**src/rtl/mem_access.sv**
```systemverilog
// Memory-access stage: takes one settled ALU result, optionally performs a
// single data-memory load or store, and then presents a one-cycle writeback
// record. Misaligned loads/stores never reach memory and are flagged instead.
module mem_access (
  input  logic        clk,
  input  logic        rst_n,
  input  logic        in_valid,
  output logic        in_ready,
  input  logic [5:0]  in_opcode,
  input  logic [31:0] in_rslt,
  input  logic [31:0] in_rrt,
  input  logic [4:0]  in_rd,
  input  logic        in_we,
  output logic        dmem_req,
  output logic        dmem_we,
  output logic [29:0] dmem_addr,
  output logic [31:0] dmem_wdata,
  input  logic        dmem_ack,
  input  logic [31:0] dmem_rdata,
  output logic        wb_valid,
  output logic        wb_we,
  output logic [4:0]  wb_rd,
  output logic [31:0] wb_data,
  output logic        err_align,
  output logic [15:0] wait_cnt
);

  localparam logic [5:0] OP_LW = 6'h23;
  localparam logic [5:0] OP_SW = 6'h2b;

  typedef enum logic [1:0] {
    IDLE,
    MEM,
    WB
  } state_t;

  state_t      state;
  logic        is_lw_q;
  logic        we_q;
  logic [4:0]  rd_q;

  logic        accept;
  logic        is_mem;
  logic        aligned;

  // Ready only while idle; gating with rst_n keeps it low throughout reset
  // and lets it rise in the very first cycle after release.
  assign in_ready = (state == IDLE) && rst_n;
  assign accept   = in_valid && in_ready;
  assign is_mem   = (in_opcode == OP_LW) || (in_opcode == OP_SW);
  assign aligned  = (in_rslt[1:0] == 2'b00);

  // Main sequencer: all memory-port and writeback outputs are registered here.
  always_ff @(posedge clk or negedge rst_n) begin
    if (!rst_n) begin
      state      <= IDLE;
      is_lw_q    <= 1'b0;
      we_q       <= 1'b0;
      rd_q       <= 5'd0;
      dmem_req   <= 1'b0;
      dmem_we    <= 1'b0;
      dmem_addr  <= 30'd0;
      dmem_wdata <= 32'd0;
      wb_valid   <= 1'b0;
      wb_we      <= 1'b0;
      wb_rd      <= 5'd0;
      wb_data    <= 32'd0;
      err_align  <= 1'b0;
    end else begin
      case (state)
        IDLE: begin
          if (accept) begin
            rd_q    <= in_rd;
            we_q    <= in_we;
            is_lw_q <= (in_opcode == OP_LW);
            if (!is_mem) begin
              state    <= WB;
              wb_valid <= 1'b1;
              wb_we    <= in_we;
              wb_rd    <= in_rd;
              wb_data  <= in_rslt;
            end else if (aligned) begin
              state      <= MEM;
              dmem_req   <= 1'b1;
              dmem_we    <= (in_opcode == OP_SW);
              dmem_addr  <= in_rslt[31:2];
              dmem_wdata <= (in_opcode == OP_SW) ? in_rrt : 32'd0;
            end else begin
              state     <= WB;
              wb_valid  <= 1'b1;
              wb_we     <= 1'b0;
              wb_rd     <= in_rd;
              wb_data   <= 32'd0;
              err_align <= 1'b1;
            end
          end
        end
        MEM: begin
          if (dmem_ack) begin
            state      <= WB;
            dmem_req   <= 1'b0;
            dmem_we    <= 1'b0;
            dmem_addr  <= 30'd0;
            dmem_wdata <= 32'd0;
            wb_valid   <= 1'b1;
            wb_rd      <= rd_q;
            wb_we      <= is_lw_q ? we_q : 1'b0;
            wb_data    <= is_lw_q ? dmem_rdata : 32'd0;
          end
        end
        WB: begin
          state     <= IDLE;
          wb_valid  <= 1'b0;
          wb_we     <= 1'b0;
          wb_rd     <= 5'd0;
          wb_data   <= 32'd0;
          err_align <= 1'b0;
        end
        default: state <= IDLE;
      endcase
    end
  end

  // Saturating count of stalled memory cycles (request out, no ack yet).
  always_ff @(posedge clk or negedge rst_n) begin
    if (!rst_n) begin
      wait_cnt <= 16'd0;
    end else if (dmem_req && !dmem_ack && (wait_cnt != 16'hFFFF)) begin
      wait_cnt <= wait_cnt + 16'd1;
    end
  end

endmodule

```
**config.mk**
```make
export PLATFORM = sky130hd
export DESIGN_NAME = mem_access
export DESIGN_NICKNAME = d
export VERILOG_FILES = /design/src/rtl/mem_access.sv
export SDC_FILE = /design/constraint.sdc
export NUM_CORES = 1
export LEC_CHECK = 0
export ABC_CLOCK_PERIOD_IN_PS = 2100
export CORE_MARGIN = 10
export CORE_UTILIZATION = 25
export CTS_BUF_LIST = sky130_fd_sc_hd__clkbuf_8
export DETAILED_ROUTE_END_ITERATION = 10
export PLACE_DENSITY_LB_ADDON = 0.05
export RECOVER_POWER = 25
export SLEW_MARGIN = 20
export SYNTH_ARGS = -nofsm -noshare
export SYNTH_HDL_FRONTEND = slang
export SYNTH_SLANG_ARGS = --single-unit
export TNS_END_PERCENT = 30
```
**constraint.sdc**
```tcl
create_clock -name clk -period 2.1 [get_ports clk]
set_input_delay 0.315 -clock clk [delete_from_list [all_inputs] [get_ports clk]]
set_output_delay 0.315 -clock clk [all_outputs]
set_load 0.02 [all_outputs]
```
==> impl_metrics.tcl <==
set metrics [dict create \
    whs_ns 0.2355 \
    worstPathCellList "inv_1 -> ha_2 -> buf_4 -> a211oi_2 -> nand2_2 -> buf_12 -> mux2_1" \
    rsz0062_at_grt "false" \
    finalNetCount 806 \
    routedWlPerCell_um 19.60 \
    critPathKind "flop to flop" \
    clk_latency_ns 0.45 \
    place_inst 954 \
    setup_viol_count_final 0 \
    synthesis.instances 439 \
    finalCriticalPeriod_ns 1.949 \
    yosys_warnings 0 \
    fillerInstances 2194 \
    ys_types 42 \
    synthFlopType "dfrtp_1" \
    dieArea_um2 29390 \
    first_pass_iters 4 \
    async_reset_ff_share_pct 100.0 \
    worst_pin_slew_ns 1.195 \
    root_buffer "clkbuf_8" \
    synth_edf_count 0 \
    ant_nets 0 \
    drive_gt1_share_pct 16.38 \
    final_cell_mix "clkdlybuf4s50_1 (230), dfrtp_1 (129), a22o_1 (65)" \
    synthAdderAreaFrac_pct 1.091 \
    antenna_found_initial 0 \
    final.setup.tns_ns 0 \
    dp_hpwl_mm 14.19 \
    drt_iter0_markers 193 \
    cts_buffers 17 \
    outcome "completed" \
    port_buffers 232 \
    place_congestion 0.7521 \
    design_area_um2 8950 \
    stdcell_count 987 \
    final_common_cell "clkdlybuf4s50_1" \
    die_w_um 171.4 \
    ys_seq_area_share_pct 56.31 \
    cts_tree "yes" \
    synth_top_family_by_area "multiplexers" \
    globalRouteOverflowTotal 0 \
    slew_viol_final 0 \
    postCtsSetupBuffers 0 \
    cts.sinks 129 \
    io_pins 233 \
    h-tree-depth 4 \
    cap_violations 0 \
    final-hold-violation-count 0 \
    routed_via_density 4.566 \
    num_rows 55 \
    slowest_stage "dfrtp_1" \
    grt_pass1_vias 4867 \
    synthSimpleGateAreaFrac_pct 8.708 \
    irDropWorstVdd_v 0.0006075 \
    clk_path_buf_depth 2 \
    end_kind "flop" \
    dieHeight_um 171.4 \
    fin_crit_sh_pct 92.80 \
    critPathMaxStageDelay_ns 0.41 \
    p_leak_uw 0.003861 \
    synth.avg_cell_area_um2 13.06 \
    yosys_register_bits 129 \
    cp-start-kind "flop" \
    syn2layout_area_growth_pct 56.11 \
    power_density_nw_per_um2 1223 \
    antenna_cells 0 \
    vias 4507 \
    grt_max_degree 129 \
    max-slew-margin-rel_pct 20.33 \
    muxShareOfSynthArea_pct 14.88 \
    drt-total-wl_mm 19.35 \
    hold_class "input port to asynchronous set/reset pin" \
    clkTransAtPathRegs_ns 0.08 \
    cp.arrival_ns 2.27 \
    grt_first_pass_wirelength_mm 29.70 \
    core-area_um2 22570 \
    drc 0 \
    initial_core_util_pct 25.40 \
    synth_compound_area_share_pct 13.03 \
    track_usage_pct 13.19 \
    netlist_area_um2 5733 \
    place_area_um2 8547 \
    skew_ns 0.02256 \
    synth_nets 556 \
    worstPathMaxFanout 36 \
    required_ns 2.42 \
    fmax_mhz 513.2 \
    synthXorXnorAreaFrac_pct 2.292 \
]
[cells by family (layout without fill, tap and decap cells)]
family          Yosys count  in the layout
simple gates             89             89
buf+inv                  39            302
fa+ha+maj                 5              5
flops                   129            129
xor+xnor                 15             15
compound gates           89             89
mux                      73             73
[synth_stat cells (4+ instances only)]
master / n / share of area, %
dfrtp_1: 129 / 56
a22o_1: 65 / 9.9
mux2_2: 35 / 6.9
nor2b_1: 32 / 3.5
mux2_1: 27 / 5.3
nand2_1: 14 / 0.92
clkbuf_1: 12 / 0.79
nand3_1: 11 / 0.96
nand4_1: 11 / 1.2
o21ai_0: 11 / 0.96
xnor2_1: 11 / 1.7
inv_1: 10 / 0.65
buf_2: 9 / 0.79
mux2_4: 9 / 2.4
nor2_1: 7 / 0.46
ha_1: 5 / 1.1
and3_1: 4 / 0.44
buf_6: 4 / 0.79
xor2_1: 4 / 0.61
[through the flow]
| stage | power, uW | util (%) | setup WS (ns) |
|---|---|---|---|
| floorplan | 6388 | - | 0.1402 |
| global placement | 8871 | 37.87 | -0.2145 |
| detailed placement | 8936 | 37.87 | -0.2198 |
| CTS | 11210 | 39.71 | 0.005042 |
| global route | 11640 | 39.65 | 0.04238 |
| finish | 10950 | 39.65 | 0.1513 |
[worst max-delay path: cells and delay by family (launching register included)]
kind | cells | cell delay [ns]
buffers and inverters | 3 | 0.45
flip-flops | 1 | 0.41
multiplexers | 1 | 0.33
adder cells (fa/ha/maj) | 1 | 0.24
AO/OA/AOI/OAI | 1 | 0.22
AND/OR/NAND/NOR | 1 | 0.15
[routing by layer]
| metal | vias up | global-route usage (%) | wire length, um |
|---|---|---|---|
| met1 | 2273 | 15.89 | 8399 |
| met5 | - | 0 | 0 |
| met4 | 0 | 3.819 | 242 |
| met3 | 15 | 4.630 | 1240 |
| li1 | 2095 | - | - |
| met2 | 124 | 21.71 | 9463 |
[path summary, 6_finish.rpt]
| kind | start | endpoint | slack [ns] | cells past startpoint |
|---|---|---|---|---|
| worst min-delay path | rst_n | dmem_req | 0.24 | 2 |
| worst max-delay path | state[0] | dmem_addr[22] | 0.15 | 7 |
| max in group asynchronous | rst_n | dmem_wdata[13] | 0.51 | 3 |
| worst min register to register | dmem_we | dmem_we | 0.48 | 1 |
| worst max register to register | state[0] | dmem_addr[22] | 0.15 | 7 |
| min in group clk | in_rrt[1] | dmem_wdata[1] | 0.46 | 2 |
[layout make-up]
class                      instances  area [um2]  share of cell area [%]
sequential                       129        3228                   36.07
timing repair buffer             260        2610                   29.16
multi-input combinational        271        2313                   25.85
tap                              285       356.6                   3.984
clock buffer                      18       247.7                   2.768
clock inverter                    14       156.4                   1.748
inverter                          10       37.54                  0.4194
[what timing repair did]
item / CTS / global route
hold buffers: 1 / 0
endpoints found under the setup margin: 1 / 1
resized for setup: 3 / 1
hold endpoints to repair: 1 / 0
gates cloned: 0 / 0
pin swaps: 0 / 0
[where the power goes]
group          switching (uW)  leakage [uW]  internal, uW
Clock                    1080      0.000192          1100
Sequential                474       0.00165          3280
Combinational            2420       0.00202          2600
Total                    3970       0.00386          6980
[flip-flops by register name, summed over array words and instances, names as in the netlist, 2 cells and up]
register and cells:
dmem_wdata 32, wb_data 32, dmem_addr 30, wait_cnt 16, rd_q 5, wb_rd 5
state 2
Note: power is estimated with default switching activity, not from simulation.
